[src/rtl/tx_fifo.sv]
// rtl/tx_fifo.sv - transmit sample FIFO between the register block and the I2S serializer
// Registered read port, occupancy counter, threshold flags and sticky overflow/underflow.
module tx_fifo #(
   parameter int DW        = 32,
   parameter int DEPTH     = 8,
   parameter int AFULL_TH  = 6,
   parameter int AEMPTY_TH = 2,
   localparam int AW       = $clog2(DEPTH)
) (
   input  logic          pclk,
   input  logic          preset,
   input  logic          Tx_wen,
   input  logic [DW-1:0] Tx_data,
   input  logic          rd_en,
   input  logic          flush,
   input  logic          err_clr,
   output logic [DW-1:0] dout,
   output logic          dout_vld,
   output logic          Tx_full,
   output logic          Tx_empty,
   output logic          Tx_afull,
   output logic          Tx_aempty,
   output logic [AW:0]   Tx_level,
   output logic          Tx_ovf,
   output logic          Tx_udf
);

   localparam logic [AW:0]   LVL_ONE   = (AW+1)'(1);
   localparam logic [AW:0]   LVL_FULL  = (AW+1)'(DEPTH);
   localparam logic [AW:0]   LVL_AFULL = (AW+1)'(AFULL_TH);
   localparam logic [AW:0]   LVL_AEMP  = (AW+1)'(AEMPTY_TH);
   localparam logic [AW-1:0] PTR_ONE   = AW'(1);

   logic [DW-1:0] mem [DEPTH];

   logic [AW-1:0] wr_ptr_q, wr_ptr_d;
   logic [AW-1:0] rd_ptr_q, rd_ptr_d;
   logic [AW:0]   level_q, level_d;
   logic [DW-1:0] dout_q, dout_d;
   logic          dout_vld_q, dout_vld_d;
   logic          ovf_q, ovf_d;
   logic          udf_q, udf_d;

   logic rd_acc, wr_acc, ovf_evt, udf_evt;

   // A read frees a slot in the same cycle, so a full FIFO can still take a write.
   always_comb begin
      rd_acc  = rd_en && !flush && (level_q != '0);
      wr_acc  = Tx_wen && !flush && ((level_q != LVL_FULL) || rd_acc);
      ovf_evt = Tx_wen && !flush && !wr_acc;
      udf_evt = rd_en && !flush && (level_q == '0);
   end

   always_comb begin
      wr_ptr_d   = wr_ptr_q;
      rd_ptr_d   = rd_ptr_q;
      level_d    = level_q;
      dout_d     = dout_q;
      dout_vld_d = 1'b0;
      if (flush) begin
         wr_ptr_d = '0;
         rd_ptr_d = '0;
         level_d  = '0;
      end else begin
         if (wr_acc) wr_ptr_d = wr_ptr_q + PTR_ONE;
         if (rd_acc) begin
            rd_ptr_d   = rd_ptr_q + PTR_ONE;
            dout_d     = mem[rd_ptr_q];
            dout_vld_d = 1'b1;
         end
         if (wr_acc && !rd_acc) level_d = level_q + LVL_ONE;
         if (rd_acc && !wr_acc) level_d = level_q - LVL_ONE;
      end
   end

   // Set wins over clear so an error coinciding with err_clr is not lost.
   always_comb begin
      ovf_d = ovf_q;
      udf_d = udf_q;
      if (err_clr) begin
         ovf_d = 1'b0;
         udf_d = 1'b0;
      end
      if (ovf_evt) ovf_d = 1'b1;
      if (udf_evt) udf_d = 1'b1;
   end

   always_ff @(posedge pclk) begin
      if (wr_acc && !preset) mem[wr_ptr_q] <= Tx_data;
   end

   always_ff @(posedge pclk) begin
      if (preset) begin
         wr_ptr_q   <= '0;
         rd_ptr_q   <= '0;
         level_q    <= '0;
         dout_q     <= '0;
         dout_vld_q <= 1'b0;
         ovf_q      <= 1'b0;
         udf_q      <= 1'b0;
      end else begin
         wr_ptr_q   <= wr_ptr_d;
         rd_ptr_q   <= rd_ptr_d;
         level_q    <= level_d;
         dout_q     <= dout_d;
         dout_vld_q <= dout_vld_d;
         ovf_q      <= ovf_d;
         udf_q      <= udf_d;
      end
   end

   assign dout      = dout_q;
   assign dout_vld  = dout_vld_q;
   assign Tx_level  = level_q;
   assign Tx_full   = (level_q == LVL_FULL);
   assign Tx_empty  = (level_q == '0);
   assign Tx_afull  = (level_q >= LVL_AFULL);
   assign Tx_aempty = (level_q <= LVL_AEMP);
   assign Tx_ovf    = ovf_q;
   assign Tx_udf    = udf_q;

endmodule

[config.mk]
export PLATFORM = sky130hd
export DESIGN_NAME = tx_fifo
export DESIGN_NICKNAME = d
export VERILOG_FILES = /design/src/rtl/tx_fifo.sv
export SDC_FILE = /design/constraint.sdc
export NUM_CORES = 1
export LEC_CHECK = 0
export ABC_CLOCK_PERIOD_IN_PS = 7900
export BUFFER_PORTS_ARGS = -buffer_cell sky130_fd_sc_hd__buf_2
export CAP_MARGIN = 20
export CORE_ASPECT_RATIO = 1.1
export CORE_MARGIN = 4
export CORE_UTILIZATION = 45
export DETAILED_ROUTE_END_ITERATION = 6
export PLACE_DENSITY = 0.66
export SYNTH_ARGS = -nofsm -noshare
export SYNTH_HDL_FRONTEND = slang
export SYNTH_SLANG_ARGS = --single-unit
[constraint.sdc]
create_clock -name pclk -period 7.9 [get_ports pclk]
set_input_delay 0 -clock pclk [delete_from_list [all_inputs] [get_ports pclk]]
set_output_delay 0 -clock pclk [all_outputs]
set_load 0.01 [all_outputs]
==> key figures <==
STA
  – Worst Tran Pin Value: 1.001 ns
  – Worst rel slew slack: 0.3330
  – Final min period: around 2.6 ns
  – Final setup fails: 0
  – RSZ-0062 raised after global routing: false
  – Max Transition Viols Final: 0
  – FMAX: 378.0 MHz
  – Final period util: 0.3349
  – Fin Hold WS: 0.1183 ns
  – Final clock skew: approximately 0.024 ns
  – Setup TNS: 0 ns
  – Hold Vio Cnt, Final: 0

Synthesis
  – Synth top area cells: edfxtp_1 (66%), mux4_2 (12%), dfxtp_1 (7.7%)
  – Synth top cells by count: edfxtp_1 (256), mux4_2 (64), nor2_1 (50)
  – Post-Syn Area: 11,670 sq um
  – Leading register cell type out of synthesis: edfxtp_1
  – Post-synthesis sequential area ratio: 0.7358
  – Mapped Nets: roughly 620
  – EDFF count, synth: approximately 260
  – Synth top area share: 0.6586
  – Most frequent cell after synthesis: edfxtp_1
  – Synth Register Bits: 301
  – Largest area contributor in the netlist: edfxtp_1
  – Synth async-reset ratio: 0
  – Yosys warns: 0
  – Syn avg cell area: 20.19 sq um
  – Cells after synthesis: 578
  – Yosys cell types: 43

Critical path
  – CP arrival: between 2 and 3 ns
  – CP Capture Type: register
  – CP required: 8.07 ns
  – Reg2reg end: mem[1][25]
  – Startpoint of the worst register-to-register path: Tx_level[1]
  – Worst path buffer plus inverter count: 1
  – CP startpoint kind: register
  – Crit Path Category: reg -> reg
  – CP Max Fanout: 24
  – Crit-path cells: or3_4, o21ai_4, nor3_2, buf_4
  – Worst R2R Setup Slack: around 5.3 ns
  – CP max stage cell: nor3_2
  – Critical Path Start: Tx_level[1]
  – Critical path's largest stage delay: between 0.7 and 0.8 ns
  – FF-to-FF path depth: 4
  – Kind of cell adding the most delay to the critical path: simple AND/OR/NAND/NOR gates

Worst hold path
  – Hold path depth: 3
  – Hold Path Class: in -> reg
  – WHS Endpoint: dout_vld
  – Hold_sp: preset

GRT
  – Total grt overflow: 0
  – Largest net degree at the start of global routing: 67
  – GRT Overall Usage: 0.1589
  – Vias in the first global route: between 6,000 and 7,000
  – First-pass GRT wire length: ~35,000 microns
  – Initial antenna violation count: 1

Layout
  – NumNets Final: roughly 750
  – # fillers: 1,939
  – Share of layout cells above drive strength 1: 0.3489
  – Area Growth Syn to Fin: 18.25%

Drt
  – DR WL/cell: 20.82 microns
  – Post-route ant nets: 0
  – Vias per cell: 5.312
  – DRT Wirelength: 22,380 microns
  – Drt pass-1 iters: 4
  – Drt drc: 0
  – Via count: 5,710
  – Initial DRC count: 423

Clock tree
  – Cts repair resizes: 0
  – Reg clk slew, reported paths: 0.06 ns
  – Clk root buf: clkbuf_16
  – Post-CTS Setup Inserts: 0
  – CTS tree: yes
  – Num Clock Sinks: 301
  – Clk buf depth: 3
  – Htree depth: 1
  – Worst-Skew Late Latency: roughly 0.54 ns
  – TritonCTS Buffers: 29

Floorplanning
  – Die H: 176.9 microns
  – Starting Density: 0.4593
  – # IOs: 81
  – Horiz. Die Dim: about 160 microns
  – FP Rows: 61
  – Die area: 28,580 sq um
  – Core ar.: ~25,000 sq um

Power
  – PD cells: 234.9 nW/um^2
  – Leak: between 4 and 5 nW
  – Worst VDD drop: 0.1590 mV
  – Pwr Total: 3.243 mW

Place
  – Post-DP HPWL: ~13,000 microns
  – GPL Wtd Cong: 0.7175
  – I/O Buffers: 80

Run
  – # Max-Cap Violations: 0

Status
  – Run status: finished clean
cells by family (layout without fill, tap and decap cells):
kind of cell / count (synthesis) / after routing / share of synthesized area
AND/OR/NAND/NOR: 79 / 79 / 0.03269
buffers and inverters: 39 / 189 / 0.02187
XOR/XNOR: 7 / 7 / 0.005253
AO/OA/AOI/OAI: 49 / 49 / 0.04577
adder cells (fa/ha/maj): 5 / 5 / 0.006003
other: 0 / 1 / 0
flip-flops: 301 / 301 / 0.7358
multiplexers: 98 / 98 / 0.1526
through the flow:
stage               std cells  setup slack (ns)  area (sq um)    util
finish                   1075             5.254         13800  0.5431
CTS                      1073             5.067         13790  0.5427
floorplan                 578             3.154         11670       -
global route             1075             5.081         13800  0.5431
detailed placement        983             5.046         12470  0.4906
global placement          980             5.212         12410  0.4882
worst register-to-register path: cells and delay by family (launching register included):
family	cells	cell delay, ns
flops	1	0.60
buf+inv	1	0.54
compound gates	1	0.11
simple gates	2	1.04
report_power, final:
group / internal, mW / switching (mW)
Clock: 0.796 / 0.561
Sequential: 1.74 / 0.0113
Combinational: 0.0608 / 0.0759
Total: 2.59 / 0.649
cell type report:
cell class	instances	area, sq um	area share
Clock inverter	10	92.59	0.006708
Timing Repair Buffer	130	903.4	0.06545
Sequential cell	301	8597	0.6228
Multi-Input combinational cell	238	2884	0.2089
Inverter	5	18.77	0.001360
Clock buffer	44	872.1	0.06318
Antenna cell	1	2.502	0.0001813
Tap cell	346	432.9	0.03136
routing by layer:
metal | routed length (microns) | GRT usage | vias to the layer above | part of all wire
met3 | 815 | 0.02283 | 26 | 0.036
li1 | - | - | 2583 | -
met5 | 0 | 0 | - | 0
met4 | 331 | 0.03484 | 0 | 0.015
met1 | 9413 | 0.2061 | 3009 | 0.42
met2 | 11820 | 0.2866 | 92 | 0.53
worst max path at each step:
stage	slack, ns	end	depth (start not counted)
floorplan	3.15	mem[0][0]	4
global placement	5.21	mem[0][22]	4
detailed placement	5.05	mem[0][20]	4
CTS	5.07	mem[0][15]	4
global route	5.08	dout[29]	4
finish	5.25	mem[1][25]	4
sequential cells by signal, summed over array words and instances, names as in the netlist:
register	flops
wr_ptr_q	3
Tx_level	4
Tx_ovf	1
dout	32
dout_vld	1
mem	256
Tx_udf	1
rd_ptr_q	3
layout by cell type (no fill, tap or decap), drive strengths merged, types with 6 or more instances in the layout:
cell type and count:
clkbuf 44, buf 94, mux2i 34, mux4 64, a211oi 36, dlygate4sd3 36, nand2 6, edfxtp 256
nor2 50, inv 6, dfxtp 45, clkinv 8
repair_timing:
action	CTS	global route
setup endpoints to repair	0	0
endpoints found under the hold margin	268	0
hold buffers	36	0
No activity file was read; power rests on OpenSTA's default activity.
